==> src/rtl/irq_claim_ctrl_if.sv <==
// rtl/irq_claim_ctrl_if.sv - arbiter and core handshake bundle for irq_claim_ctrl
interface irq_claim_ctrl_if #(
    parameter int NrIrqs    = 32,
    parameter int PrioWidth = 8
);
    localparam int IdxWidth = $clog2(NrIrqs);

    logic [NrIrqs-1:0]    pend_o;
    logic                 arb_valid_i;
    logic [IdxWidth-1:0]  arb_idx_i;
    logic [PrioWidth-1:0] arb_prio_i;
    logic                 irq_req_o;
    logic [IdxWidth-1:0]  irq_id_o;
    logic [PrioWidth-1:0] irq_prio_o;
    logic                 irq_ack_i;
    logic                 irq_done_i;

    modport slave (
        input  arb_valid_i, arb_idx_i, arb_prio_i, irq_ack_i, irq_done_i,
        output pend_o, irq_req_o, irq_id_o, irq_prio_o
    );

    modport master (
        output arb_valid_i, arb_idx_i, arb_prio_i, irq_ack_i, irq_done_i,
        input  pend_o, irq_req_o, irq_id_o, irq_prio_o
    );
endinterface

==> src/rtl/irq_claim_ctrl.sv <==
// rtl/irq_claim_ctrl.sv - interrupt pending capture, core request/ack handshake and nesting stack
// Optional macro IRQ_THRESHOLD_EN adds threshold_i to the request condition.
module irq_claim_ctrl #(
    parameter  int NrIrqs    = 32,
    parameter  int PrioWidth = 8,
    parameter  int NestDepth = 4,
    localparam int IdxWidth  = $clog2(NrIrqs),
    localparam int CntWidth  = $clog2(NestDepth + 1)
) (
    input  logic                 clk_i,
    input  logic                 rst_i,
    input  logic [NrIrqs-1:0]    irq_src_i,
    input  logic [NrIrqs-1:0]    edge_en_i,
`ifdef IRQ_THRESHOLD_EN
    input  logic [PrioWidth-1:0] threshold_i,
`endif
    irq_claim_ctrl_if.slave      bus,
    output logic [PrioWidth-1:0] cur_level_o,
    output logic [CntWidth-1:0]  nest_cnt_o,
    output logic                 nest_full_o
);
    typedef enum logic {IDLE, REQ} state_t;

    state_t               state_q;
    logic [NrIrqs-1:0]    src_q;
    logic [NrIrqs-1:0]    pend_q;
    logic [NrIrqs-1:0]    set_vec;
    logic [NrIrqs-1:0]    clr_vec;
    logic                 req_q;
    logic [IdxWidth-1:0]  id_q;
    logic [PrioWidth-1:0] prio_q;
    logic [PrioWidth-1:0] stack_q [NestDepth];
    logic [CntWidth-1:0]  cnt_q;
    logic [CntWidth-1:0]  cnt_pop;
    logic [CntWidth-1:0]  cnt_nxt;
    logic [PrioWidth-1:0] level_q;
    logic [PrioWidth-1:0] level_nxt;
    logic [PrioWidth-1:0] eff_level;
    logic                 full_q;
    logic                 ack_acc;
    logic                 pop;
    logic                 req_ok;

    assign ack_acc = (state_q == REQ) && bus.irq_ack_i;
    assign pop     = bus.irq_done_i && (cnt_q != '0);
    assign cnt_pop = cnt_q - CntWidth'(pop);
    assign cnt_nxt = cnt_pop + CntWidth'(ack_acc);

    assign set_vec = irq_src_i & (~edge_en_i | ~src_q);

    always_comb begin
        clr_vec = '0;
        if (ack_acc) clr_vec[id_q] = 1'b1;
    end

    // Pop happens before push, so a same-cycle done+ack replaces the top entry.
    always_comb begin
        level_nxt = '0;
        for (int i = 0; i < NestDepth; i++) begin
            if (cnt_pop == CntWidth'(i + 1)) level_nxt = stack_q[i];
        end
        if (ack_acc) level_nxt = prio_q;
    end

    always_comb begin
        eff_level = level_q;
`ifdef IRQ_THRESHOLD_EN
        if (threshold_i > level_q) eff_level = threshold_i;
`endif
    end

    assign req_ok = bus.arb_valid_i && (bus.arb_prio_i > eff_level) && !full_q;

    always_ff @(posedge clk_i) begin
        for (int i = 0; i < NestDepth; i++) begin
            if (ack_acc && (cnt_pop == CntWidth'(i))) stack_q[i] <= prio_q;
        end
    end

    always_ff @(posedge clk_i) begin
        if (rst_i) begin
            state_q <= IDLE;
            src_q   <= '0;
            pend_q  <= '0;
            req_q   <= 1'b0;
            id_q    <= '0;
            prio_q  <= '0;
            cnt_q   <= '0;
            level_q <= '0;
            full_q  <= 1'b0;
        end else begin
            src_q   <= irq_src_i;
            pend_q  <= (pend_q & ~clr_vec) | set_vec;
            cnt_q   <= cnt_nxt;
            level_q <= level_nxt;
            full_q  <= (cnt_nxt == CntWidth'(NestDepth));
            case (state_q)
                IDLE: begin
                    if (req_ok) begin
                        state_q <= REQ;
                        req_q   <= 1'b1;
                        id_q    <= bus.arb_idx_i;
                        prio_q  <= bus.arb_prio_i;
                    end
                end
                REQ: begin
                    // Target is frozen until the core acknowledges it.
                    if (bus.irq_ack_i) begin
                        state_q <= IDLE;
                        req_q   <= 1'b0;
                    end
                end
                default: begin
                    state_q <= IDLE;
                    req_q   <= 1'b0;
                end
            endcase
        end
    end

    assign bus.pend_o     = pend_q;
    assign bus.irq_req_o  = req_q;
    assign bus.irq_id_o   = id_q;
    assign bus.irq_prio_o = prio_q;
    assign cur_level_o    = level_q;
    assign nest_cnt_o     = cnt_q;
    assign nest_full_o    = full_q;
endmodule

==> src/flat_wrapper.sv <==
// flat-port wrapper written by rule: the top's interface ports become plain ports
module irq_claim_ctrl_flat 
#(
    parameter  int NrIrqs    = 32,
    parameter  int PrioWidth = 8,
    parameter  int NestDepth = 4,
    localparam int IdxWidth  = $clog2(NrIrqs),
    localparam int CntWidth  = $clog2(NestDepth + 1)
)
  (clk_i, rst_i, irq_src_i, edge_en_i, cur_level_o, nest_cnt_o, nest_full_o, bus_arb_valid_i, bus_arb_idx_i, bus_arb_prio_i, bus_irq_ack_i, bus_irq_done_i, bus_pend_o, bus_irq_req_o, bus_irq_id_o, bus_irq_prio_o);
  irq_claim_ctrl_if #(.NrIrqs(NrIrqs), .PrioWidth(PrioWidth)) bus_i ();
  input  logic clk_i;
  input  logic rst_i;
  input  logic [NrIrqs-1:0] irq_src_i;
  input  logic [NrIrqs-1:0] edge_en_i;
  output logic [PrioWidth-1:0] cur_level_o;
  output logic [CntWidth-1:0] nest_cnt_o;
  output logic nest_full_o;
  input wire logic [$bits(bus_i.arb_valid_i)-1:0] bus_arb_valid_i;
  input wire logic [$bits(bus_i.arb_idx_i)-1:0] bus_arb_idx_i;
  input wire logic [$bits(bus_i.arb_prio_i)-1:0] bus_arb_prio_i;
  input wire logic [$bits(bus_i.irq_ack_i)-1:0] bus_irq_ack_i;
  input wire logic [$bits(bus_i.irq_done_i)-1:0] bus_irq_done_i;
  output wire logic [$bits(bus_i.pend_o)-1:0] bus_pend_o;
  output wire logic [$bits(bus_i.irq_req_o)-1:0] bus_irq_req_o;
  output wire logic [$bits(bus_i.irq_id_o)-1:0] bus_irq_id_o;
  output wire logic [$bits(bus_i.irq_prio_o)-1:0] bus_irq_prio_o;
  assign bus_i.arb_valid_i = bus_arb_valid_i;
  assign bus_i.arb_idx_i = bus_arb_idx_i;
  assign bus_i.arb_prio_i = bus_arb_prio_i;
  assign bus_i.irq_ack_i = bus_irq_ack_i;
  assign bus_i.irq_done_i = bus_irq_done_i;
  assign bus_pend_o = bus_i.pend_o;
  assign bus_irq_req_o = bus_i.irq_req_o;
  assign bus_irq_id_o = bus_i.irq_id_o;
  assign bus_irq_prio_o = bus_i.irq_prio_o;
  irq_claim_ctrl #(.NrIrqs(NrIrqs), .PrioWidth(PrioWidth), .NestDepth(NestDepth)) u_core (.clk_i(clk_i), .rst_i(rst_i), .irq_src_i(irq_src_i), .edge_en_i(edge_en_i), .bus(bus_i), .cur_level_o(cur_level_o), .nest_cnt_o(nest_cnt_o), .nest_full_o(nest_full_o));
endmodule
==> config.mk <==
export PLATFORM = sky130hd
export DESIGN_NAME = irq_claim_ctrl_flat
export DESIGN_NICKNAME = d
export VERILOG_FILES = /design/src/rtl/irq_claim_ctrl_if.sv /design/src/rtl/irq_claim_ctrl.sv /design/src/flat_wrapper.sv
export SDC_FILE = /design/constraint.sdc
export NUM_CORES = 1
export LEC_CHECK = 0
export CORE_MARGIN = 2
export CORE_UTILIZATION = 35
export CTS_CLUSTER_DIAMETER = 60
export CTS_CLUSTER_SIZE = 20
export DETAILED_ROUTE_END_ITERATION = 7
export GPL_ROUTABILITY_DRIVEN = 0
export PLACE_DENSITY = 0.61
export SETUP_SLACK_MARGIN = 0.2
export SLEW_MARGIN = 30
export SYNTH_ARGS = -nofsm -noshare
export SYNTH_HDL_FRONTEND = slang
export SYNTH_SLANG_ARGS = --single-unit
==> constraint.sdc <==
create_clock -name clk_i -period 4.2 [get_ports clk_i]
set_input_delay 1.05 -clock clk_i [delete_from_list [all_inputs] [get_ports clk_i]]
set_output_delay 1.05 -clock clk_i [all_outputs]
set_load 0.01 [all_outputs]
==> results, run 1 <==
- The I/O pin count is 140.
- The most used flip-flop cell after synthesis is sky130_fd_sc_hd__dfxtp_1.
- Summed over all layers, the routed wires come to 12200 um.
- Entering global routing, the biggest net connects 58 pins.
- The count of nets left with antenna violations once routing finished came out at 0.
- The classification of the worst-slack hold path is register to register.
- The post-synthesis cell count is 462.
- The number of post-CTS setup repair buffers is 0.
- The number of synthesized register bits is 123.
- The hold violation count in the final report is 0.
- The number of antenna violations at the first check in global routing came to 0.
- After detailed routing, the average wire length per cell comes to 15.4 um.
- The initial standard-cell utilization of the core is 35.7%.
- On the final layout, the worst hold slack is 0.472 ns.
- VDD sags by at most 308 uV.
- Dividing the detail-routed via count by the number of cells gives 4.72.
- The mean area per synthesized cell is 10.2 um2.
- Setup repair after global routing left no endpoint under its margin.
- The kind of critical path is primary input to register.
- The launching point of the worst reg2reg path is u_core.nest_cnt_o[1]$_SDFF_PP0_.
- Leaving out fill and tap cells, the most frequent cells in the layout are sky130_fd_sc_hd__clkdlybuf4s50_1 (138), sky130_fd_sc_hd__dfxtp_1 (91), sky130_fd_sc_hd__nand2_1 (78).
- The static leakage is 2.62 nW.
- The flow ran to the end, and the final reports show no timing, DRC or antenna violations.
- Sorting the synthesized cells by area gives the leading types as sky130_fd_sc_hd__dfxtp_1 (39%), sky130_fd_sc_hd__edfxtp_1 (20%), sky130_fd_sc_hd__nand2_1 (6.2%), sky130_fd_sc_hd__nor2b_1 (4.8%), sky130_fd_sc_hd__mux2i_1 (4.5%).
- The register area is 2780 um2.
- The root buffer cell is sky130_fd_sc_hd__clkbuf_16.
- The count of port buffers added during placement is 139.
- The number of global-route vias before repair was 3725.
- The tree built by TritonCTS fans out to 123 sinks.
- The routed design could run at a clock period as short as 3.17 ns.
- Summed over all failing endpoints, the final setup total negative slack is 0 ns.
- The endpoint of the lowest-slack register-to-register path is u_core.stack_q[0][0]$_DFFE_PP_.
- Hold repair after CTS inserted 0 buffers.
- The Yosys step of the flow raised 0 warnings.
- The instance count along the most critical hold path is 2.
- The clock latency reported for the late side of the worst-skew pair is 0.41 ns.
- The number of synthesized flops with an enable pin is 32.
- The number of nets handed over by synthesis was 555.
- For this design the ratio of total power to cell area is 519 nW/um2.
- The first global-routing pass estimated 19000 um of wire.
- The area taken by multi-input logic gates is 1800 um2.
- CTS built an H-tree with a depth of 4.
- The via total after detailed routing is 3750.
- The die covers 14400 um2.
- In this run the most critical hold path is launched from u_core.bus.pend_o[0]$_SDFF_PP0_.
- For the worst setup path, the data arrival time is 3.21 ns.
- The worst reg2reg path depth is 6.
- At the pin with the least slew margin, the transition time is 0.633 ns.
- The CTS tree is yes.
- The post-route clock skew is 0.00621 ns.
- Along the worst path, the maximum fanout reaches 8.
- The area share of the leading cell type in the synthesized netlist is 38.7%.
- The antenna cell count is 0.
- The global router's overall resource usage is 17.2%.
- From synthesis to final layout, the design area changed by 45.2%.
- Summing all non-filler instances in the final layout gives an area of 6850 um2.
- In the synthesized netlist the async set-or-reset flop fraction comes to 0%.
- The row count is 42.
- The number of cells upsized or downsized after cts is 0.
- The cell area reported after detailed placement is 6290 um2.
- Across all register-to-register paths, the minimum setup slack is 1.57 ns.
- The final HPWL from detailed placement is 8730 um.
- The residual DRC count is 0.
- The sequential area share after synthesis is 59.0%.
- The worst setup path is launched from a primary input.
- Counting distinct cell types in the post-synthesis netlist gives 32.
- Max-cap violations in this run came to 0.
- In this run the horizontal extent of the chip is 120 um.
- The core utilization of the finished layout is 51.9%.
- The first TritonRoute pass finished after 4 iterations.
- In this run the vertical extent of the chip is 120 um.
- The number of nets in the final layout is 700.
- The share of final-layout standard cells stronger than drive strength 1 is 5.83%.
- The most common library cell in the layout ignoring fill and taps is sky130_fd_sc_hd__clkdlybuf4s50_1.
- The share of the clock period used by the worst path after layout is 75.5%.
- The global route total overflow is 0.
- The TritonCTS buffer count is 17.
- The floorplan step defined a core boundary enclosing 13200 um2.
- The endpoint of the worst hold path is u_core.bus.pend_o[0]$_SDFF_PP0_.
- The post-synthesis instance area is 4710 um2.
- The timing-limited maximum frequency is 0.315 GHz.
- STA classifies the critical path endpoint as a register.
- Fill cells in the final layout number 1206.
- Counting along the longest clock path gives a buffer depth of 2.
- For this block, the initial DRC count from the detailed router was 147.
- The max-slew violation count came to 0.
- Data on the critical path is required at its endpoint by 4.24 ns.
- The cell accounting for the most synthesized area is sky130_fd_sc_hd__dfxtp_1.
- Setup violations remaining at the end of the flow were counted as 0.
- In this run the tightest slew margin relative to its limit is 57.5%.
- The clock transition at the registers of the reported paths is 0.05 ns.
-- stage by stage --
stage | total power [mW] | setup WS [ns] | instances
floorplan | 1.91 | 0.978 | 462
global placement | 2.26 | 0.726 | 763
detailed placement | 2.28 | 0.650 | 763
CTS | 3.58 | 1.05 | 793
global route | 3.73 | 0.866 | 794
finish | 3.56 | 1.03 | 794
-- sequential cells by signal (all words and copies together) (netlist names) --
name / flops
u_core.bus.irq_req_o: 1
u_core.nest_cnt_o: 3
u_core.src_q: 32
u_core.bus.irq_prio_o: 8
u_core.bus.irq_id_o: 5
u_core.cur_level_o: 8
u_core.stack_q: 32
u_core.state_q: 1
u_core.nest_full_o: 1
u_core.bus.pend_o: 32
-- logic make-up (layout without fill, tap and decap cells) --
group / count (synthesis) / after routing / share of synthesized area [%]
XOR/XNOR: 3 / 3 / 0.558
buffers and inverters: 32 / 188 / 2.81
adder cells (fa/ha/maj): 11 / 11 / 2.92
AO/OA/AOI/OAI: 90 / 90 / 11.0
AND/OR/NAND/NOR: 182 / 182 / 19.2
flip-flops: 123 / 123 / 59.0
multiplexers: 21 / 21 / 4.46
-- synth_stat cells (2+ instances only) --
cell	instances
sky130_fd_sc_hd__a21oi_1	35
sky130_fd_sc_hd__xnor2_1	2
sky130_fd_sc_hd__mux2i_1	21
sky130_fd_sc_hd__or3b_2	2
sky130_fd_sc_hd__o21ba_2	2
sky130_fd_sc_hd__nand2_1	78
sky130_fd_sc_hd__dfxtp_1	91
sky130_fd_sc_hd__a221oi_1	8
sky130_fd_sc_hd__nor3_1	10
sky130_fd_sc_hd__nor2_1	15
sky130_fd_sc_hd__nand3_1	2
sky130_fd_sc_hd__nand2b_1	28
sky130_fd_sc_hd__or3_1	2
sky130_fd_sc_hd__nand4_1	2
sky130_fd_sc_hd__clkbuf_1	18
sky130_fd_sc_hd__o21ai_0	40
sky130_fd_sc_hd__inv_1	12
sky130_fd_sc_hd__nand3b_1	4
sky130_fd_sc_hd__nor2b_1	36
sky130_fd_sc_hd__ha_1	11
sky130_fd_sc_hd__edfxtp_1	32
-- worst max path at each step --
stage	start	to	slack, ns
floorplan	bus_irq_done_i	u_core.stack_q[1][0]$_DFFE_PP_	0.98
global placement	bus_irq_done_i	u_core.stack_q[0][0]$_DFFE_PP_	0.73
detailed placement	bus_irq_done_i	u_core.stack_q[0][0]$_DFFE_PP_	0.65
CTS	bus_irq_done_i	u_core.stack_q[0][0]$_DFFE_PP_	1.05
global route	bus_irq_done_i	u_core.stack_q[0][1]$_DFFE_PP_	0.87
finish	bus_irq_done_i	u_core.stack_q[0][0]$_DFFE_PP_	1.03
-- worst max-delay path: stages --
cell and delay (ns):
sky130_fd_sc_hd__clkdlybuf4s50_1 0.40, sky130_fd_sc_hd__o31a_1 0.11, sky130_fd_sc_hd__ha_1 0.18, sky130_fd_sc_hd__ha_1 0.19
sky130_fd_sc_hd__xnor2_1 0.53, sky130_fd_sc_hd__nand2_1 0.21, sky130_fd_sc_hd__nor2_1 0.54
-- layout make-up --
class | instances | share of cell area (%)
Inverter | 12 | 0.658
Clock buffer | 28 | 7.57
Clock inverter | 2 | 0.146
Sequential cell | 123 | 40.7
Multi-Input combinational cell | 307 | 26.3
Timing Repair Buffer | 146 | 21.5
Tap cell | 176 | 3.22
-- metal layers --
layer	global-route usage, %	routed length [um]	vias up	part of all wire, %
li1	-	-	1868	-
met1	20.9	5340	1755	44
met2	27.6	5780	114	47
met3	7.03	902	13	7.4
met4	6.10	177	0	1.5
met5	0	0	-	0
-- power breakdown --
group / total, mW / switching [mW] / internal (mW)
sequential: 1.46 / 0.105 / 1.35
clock: 1.30 / 0.469 / 0.827
combinational: 0.800 / 0.379 / 0.421
total: 3.56 / 0.953 / 2.60
(Power assumes the default switching activity.)
==> run 2: changes to the inputs <==
- PLACE_DENSITY: 0.61 -> 0.64
- clock period: 4.2 -> 2.87 ns (I/O delays scaled with it)
==> run 2 against run 1 <==
Against the previous run:
- power rose by 57%
- via count rose by 1.7%
- sequential cell count is the same
- clock-buffer cell count is 9 lower
- largest power group is now clock
- clock skew barely moved
- non-clock buffer count is 11 higher
- utilization increased by 1.2 points
- sequential share of layout area down 0.93 points
- setup slack worse by 0.53 ns
- critical path depth is 2 higher
- register-to-register slack worse by 0.88 ns
- highest routed layer unchanged
==> results, run 2 (same netlist as run 1, synthesis figures left out) <==
- The final HPWL from detailed placement is 9040 um (was 8730 um).
- The number of fillers in the final layout is 1182 (was 1206).
- The root buffer cell is sky130_fd_sc_hd__clkbuf_16 (unchanged).
- The number of levels the H-tree was split into is 4 (unchanged).
- The placeable core region is 13200 um2 (unchanged).
- The width of the die is 120 um (unchanged).
- Of the available clock period, the critical path in the final layout requires 82.8%.
- The launching point of the worst reg2reg path is u_core.nest_cnt_o[1]$_SDFF_PP0_ (unchanged).
- The number of search-and-repair iterations in the first detailed-routing pass is 4 (unchanged).
- The TritonCTS buffer count is 17 (unchanged).
- The setup violation total in the final timing report is 0 (unchanged).
- The initial standard-cell utilization of the core is 35.7% (unchanged).
- The vertical extent of the die is 120 um (unchanged).
- The normalized max-slew margin is 71.0% (was 57.5%).
- The number of antenna violations at the first check in global routing is 0 (unchanged).
- The cell area reported after detailed placement is 6400 um2 (was 6290 um2).
- The clock latency reported for the late side of the worst-skew pair was 0.41 ns (about the same).
- The count of port buffers added during placement came to 139 (unchanged).
- The worst reg2reg path depth is 8 (was 6).
- The I/O pin count came to 140 (unchanged).
- The row count is 42 (unchanged).
- The post-route standard cell area excluding fillers is 7010 um2 (was 6850 um2).
- The number of buffers inserted for hold repair after clock tree synthesis is 0 (unchanged).
- The kind of critical path is primary input to register (unchanged).
- The clock sink count is 123 (unchanged).
- The residual DRC count is 0 (unchanged).
- The share of final-layout standard cells stronger than drive strength 1 was 8.56% (was 5.83%).
- Based on the critical path, the design can be clocked at up to 0.421 GHz.
- The aggregate routed wire length is 12500 um (was 12200 um).
- The number of DRC markers after the initial detailed-route iteration is 150 (was 147).
- The power density over cell area is 798 nW/um2 (was 519 nW/um2).
- The worst voltage drop across the vdd grid is 477 uV (was 308 uV).
- The global-route wire length before repair is 19500 um (was 19000 um).
- The most common library cell in the layout ignoring fill and taps is sky130_fd_sc_hd__clkdlybuf4s50_1 (unchanged).
- The required time at the endpoint of the critical path is 3.16 ns (was 4.24 ns).
- The setup slack of the most critical reg-to-reg path is 0.69 ns (was 1.57 ns).
- The instance count along the most critical hold path is 2 (unchanged).
- The max-slew violation count is 0 (unchanged).
- Run status: finished clean (unchanged).
- The area of the die is 14400 um2 (unchanged).
- Unrepaired setup endpoints after global routing: false (unchanged).
- The synthesis-to-finish area growth is 48.6% (was 45.2%).
- The worst-path maximum fanout was 5 (was 8).
- The via total after detailed routing was 3814 (was 3750).
- The smallest clock period supported by the final layout is computed as 2.38 ns.
- The category of the worst setup path capture point is a register (unchanged).
- The number of nets in the final layout came to 711 (was 700).
- The maximum number of pins on one net before global-route repair is 76 (was 58).
- The classification of the worst-slack hold path is register to register (unchanged).
- The detailed-route wire length per cell came to 15.4 um (about the same).
- The post-route clock skew is 0.00664 ns (was 0.00621 ns).
- The largest buffer count on any clock path is 2 (unchanged).
- The startpoint class of the critical path is a primary input (unchanged).
- The endpoint of the worst hold path was u_core.bus.pend_o[25]$_SDFF_PP0_ (was u_core.bus.pend_o[0]$_SDFF_PP0_).
- The number of cells upsized or downsized after cts is 0 (unchanged).
- The hold path startpoint is u_core.bus.pend_o[25]$_SDFF_PP0_ (was u_core.bus.pend_o[0]$_SDFF_PP0_).
- The hold violation count in the final report is 0 (unchanged).
- The setup TNS was 0 ns (unchanged).
- The number of nets with antenna violations after routing is 0 (unchanged).
- The actual transition at the worst max-transition pin is 0.434 ns (was 0.633 ns).
- The total of max-cap violations is 0 (unchanged).
- The clock transition at the registers of the reported paths was 0.06 ns (was 0.05 ns).
- The number of global-route vias before repair is 3817 (was 3725).
- The endpoint of the lowest-slack register-to-register path is u_core.cur_level_o[7]$_SDFF_PP0_ (was u_core.stack_q[0][0]$_DFFE_PP_).
- The per-cell via count in the routed design was 4.73 (was 4.72).
- The static leakage is 2.70 nW (was 2.62 nW).
- The signal arrival time at the worst endpoint is 2.67 ns (was 3.21 ns).
- The CTS tree was yes (unchanged).
- The antenna cell count is 0 (unchanged).
- The global router's overall resource usage is 17.7% (was 17.2%).
- Top library cells by usage in the layout, fill and taps aside: sky130_fd_sc_hd__clkdlybuf4s50_1 (138), sky130_fd_sc_hd__dfxtp_1 (91), sky130_fd_sc_hd__nand2_1 (78) (unchanged).
- The number of post-CTS setup repair buffers is 0 (unchanged).
- The global route total overflow came to 0 (unchanged).
==> run 2: cell types whose count changed in the layout (fill, tap and decap cells not counted), moves of 2 or more <==
cell                         change
sky130_fd_sc_hd__buf_4          +11
sky130_fd_sc_hd__clkbuf_1        -5
sky130_fd_sc_hd__bufinv_16       +4
sky130_fd_sc_hd__clkbuf_8        -3
sky130_fd_sc_hd__clkinvlp_4      +3
sky130_fd_sc_hd__clkinv_2        +2
==> run 2: cell type report <==
class	instances	area [um2]	area share, %
Timing Repair Buffer	157	1550	22.1
Sequential cell	123	2780	39.7
Inverter	12	45.0	0.643
Clock buffer	19	433	6.18
Clock inverter	13	175	2.50
Multi-Input combinational cell	307	1800	25.7
Tap cell	176	220	3.14
==> run 2: worst max path at each step <==
stage / endpoint / slack, ns / depth (start not counted) / from
finish: u_core.cur_level_o[7]$_SDFF_PP0_ / 0.49 / 9 / bus_irq_done_i
global route: u_core.cur_level_o[7]$_SDFF_PP0_ / 0.37 / 9 / bus_irq_done_i
CTS: u_core.cur_level_o[7]$_SDFF_PP0_ / 0.49 / 9 / bus_irq_done_i
detailed placement: u_core.cur_level_o[7]$_SDFF_PP0_ / 0.06 / 9 / bus_irq_done_i
global placement: u_core.cur_level_o[7]$_SDFF_PP0_ / 0.05 / 9 / bus_irq_done_i
floorplan: u_core.stack_q[2][0]$_DFFE_PP_ / 0.06 / 7 / bus_irq_done_i
==> run 2: critical path, stage by stage <==
cell	delay, ns
sky130_fd_sc_hd__clkdlybuf4s50_1	0.40
sky130_fd_sc_hd__o31a_1	0.11
sky130_fd_sc_hd__ha_1	0.18
sky130_fd_sc_hd__ha_1	0.37
sky130_fd_sc_hd__buf_4	0.20
sky130_fd_sc_hd__mux2i_1	0.19
sky130_fd_sc_hd__o21ai_0	0.08
sky130_fd_sc_hd__a221oi_1	0.33
sky130_fd_sc_hd__nor3_1	0.09
==> run 2: layer usage <==
layer  track usage (%)  part of all wire [%]  vias up
li1                  -                     -     1901
met1              20.7                    42     1800
met2              28.9                    50      105
met3              8.08                   7.7        8
met4              5.44                  0.56        0
met5                 0                     0        -
==> run 2: through the flow <==
stage	instances	util, %	power, mW	hold WS (ns)	setup slack, ns
CTS	807	53.1	5.65	0.476	0.488
finish	807	53.1	5.59	0.476	0.493
floorplan	462	-	2.79	0.476	0.0633
global placement	775	48.5	3.42	0.456	0.0540
global route	807	53.1	5.86	0.485	0.374
detailed placement	775	48.5	3.45	0.468	0.0564
==> run 2: report_power, final <==
group          switching (mW)  internal [mW]
Clock                   0.751           1.44
Sequential              0.151           1.98
Combinational           0.583          0.685
Total                    1.48           4.11
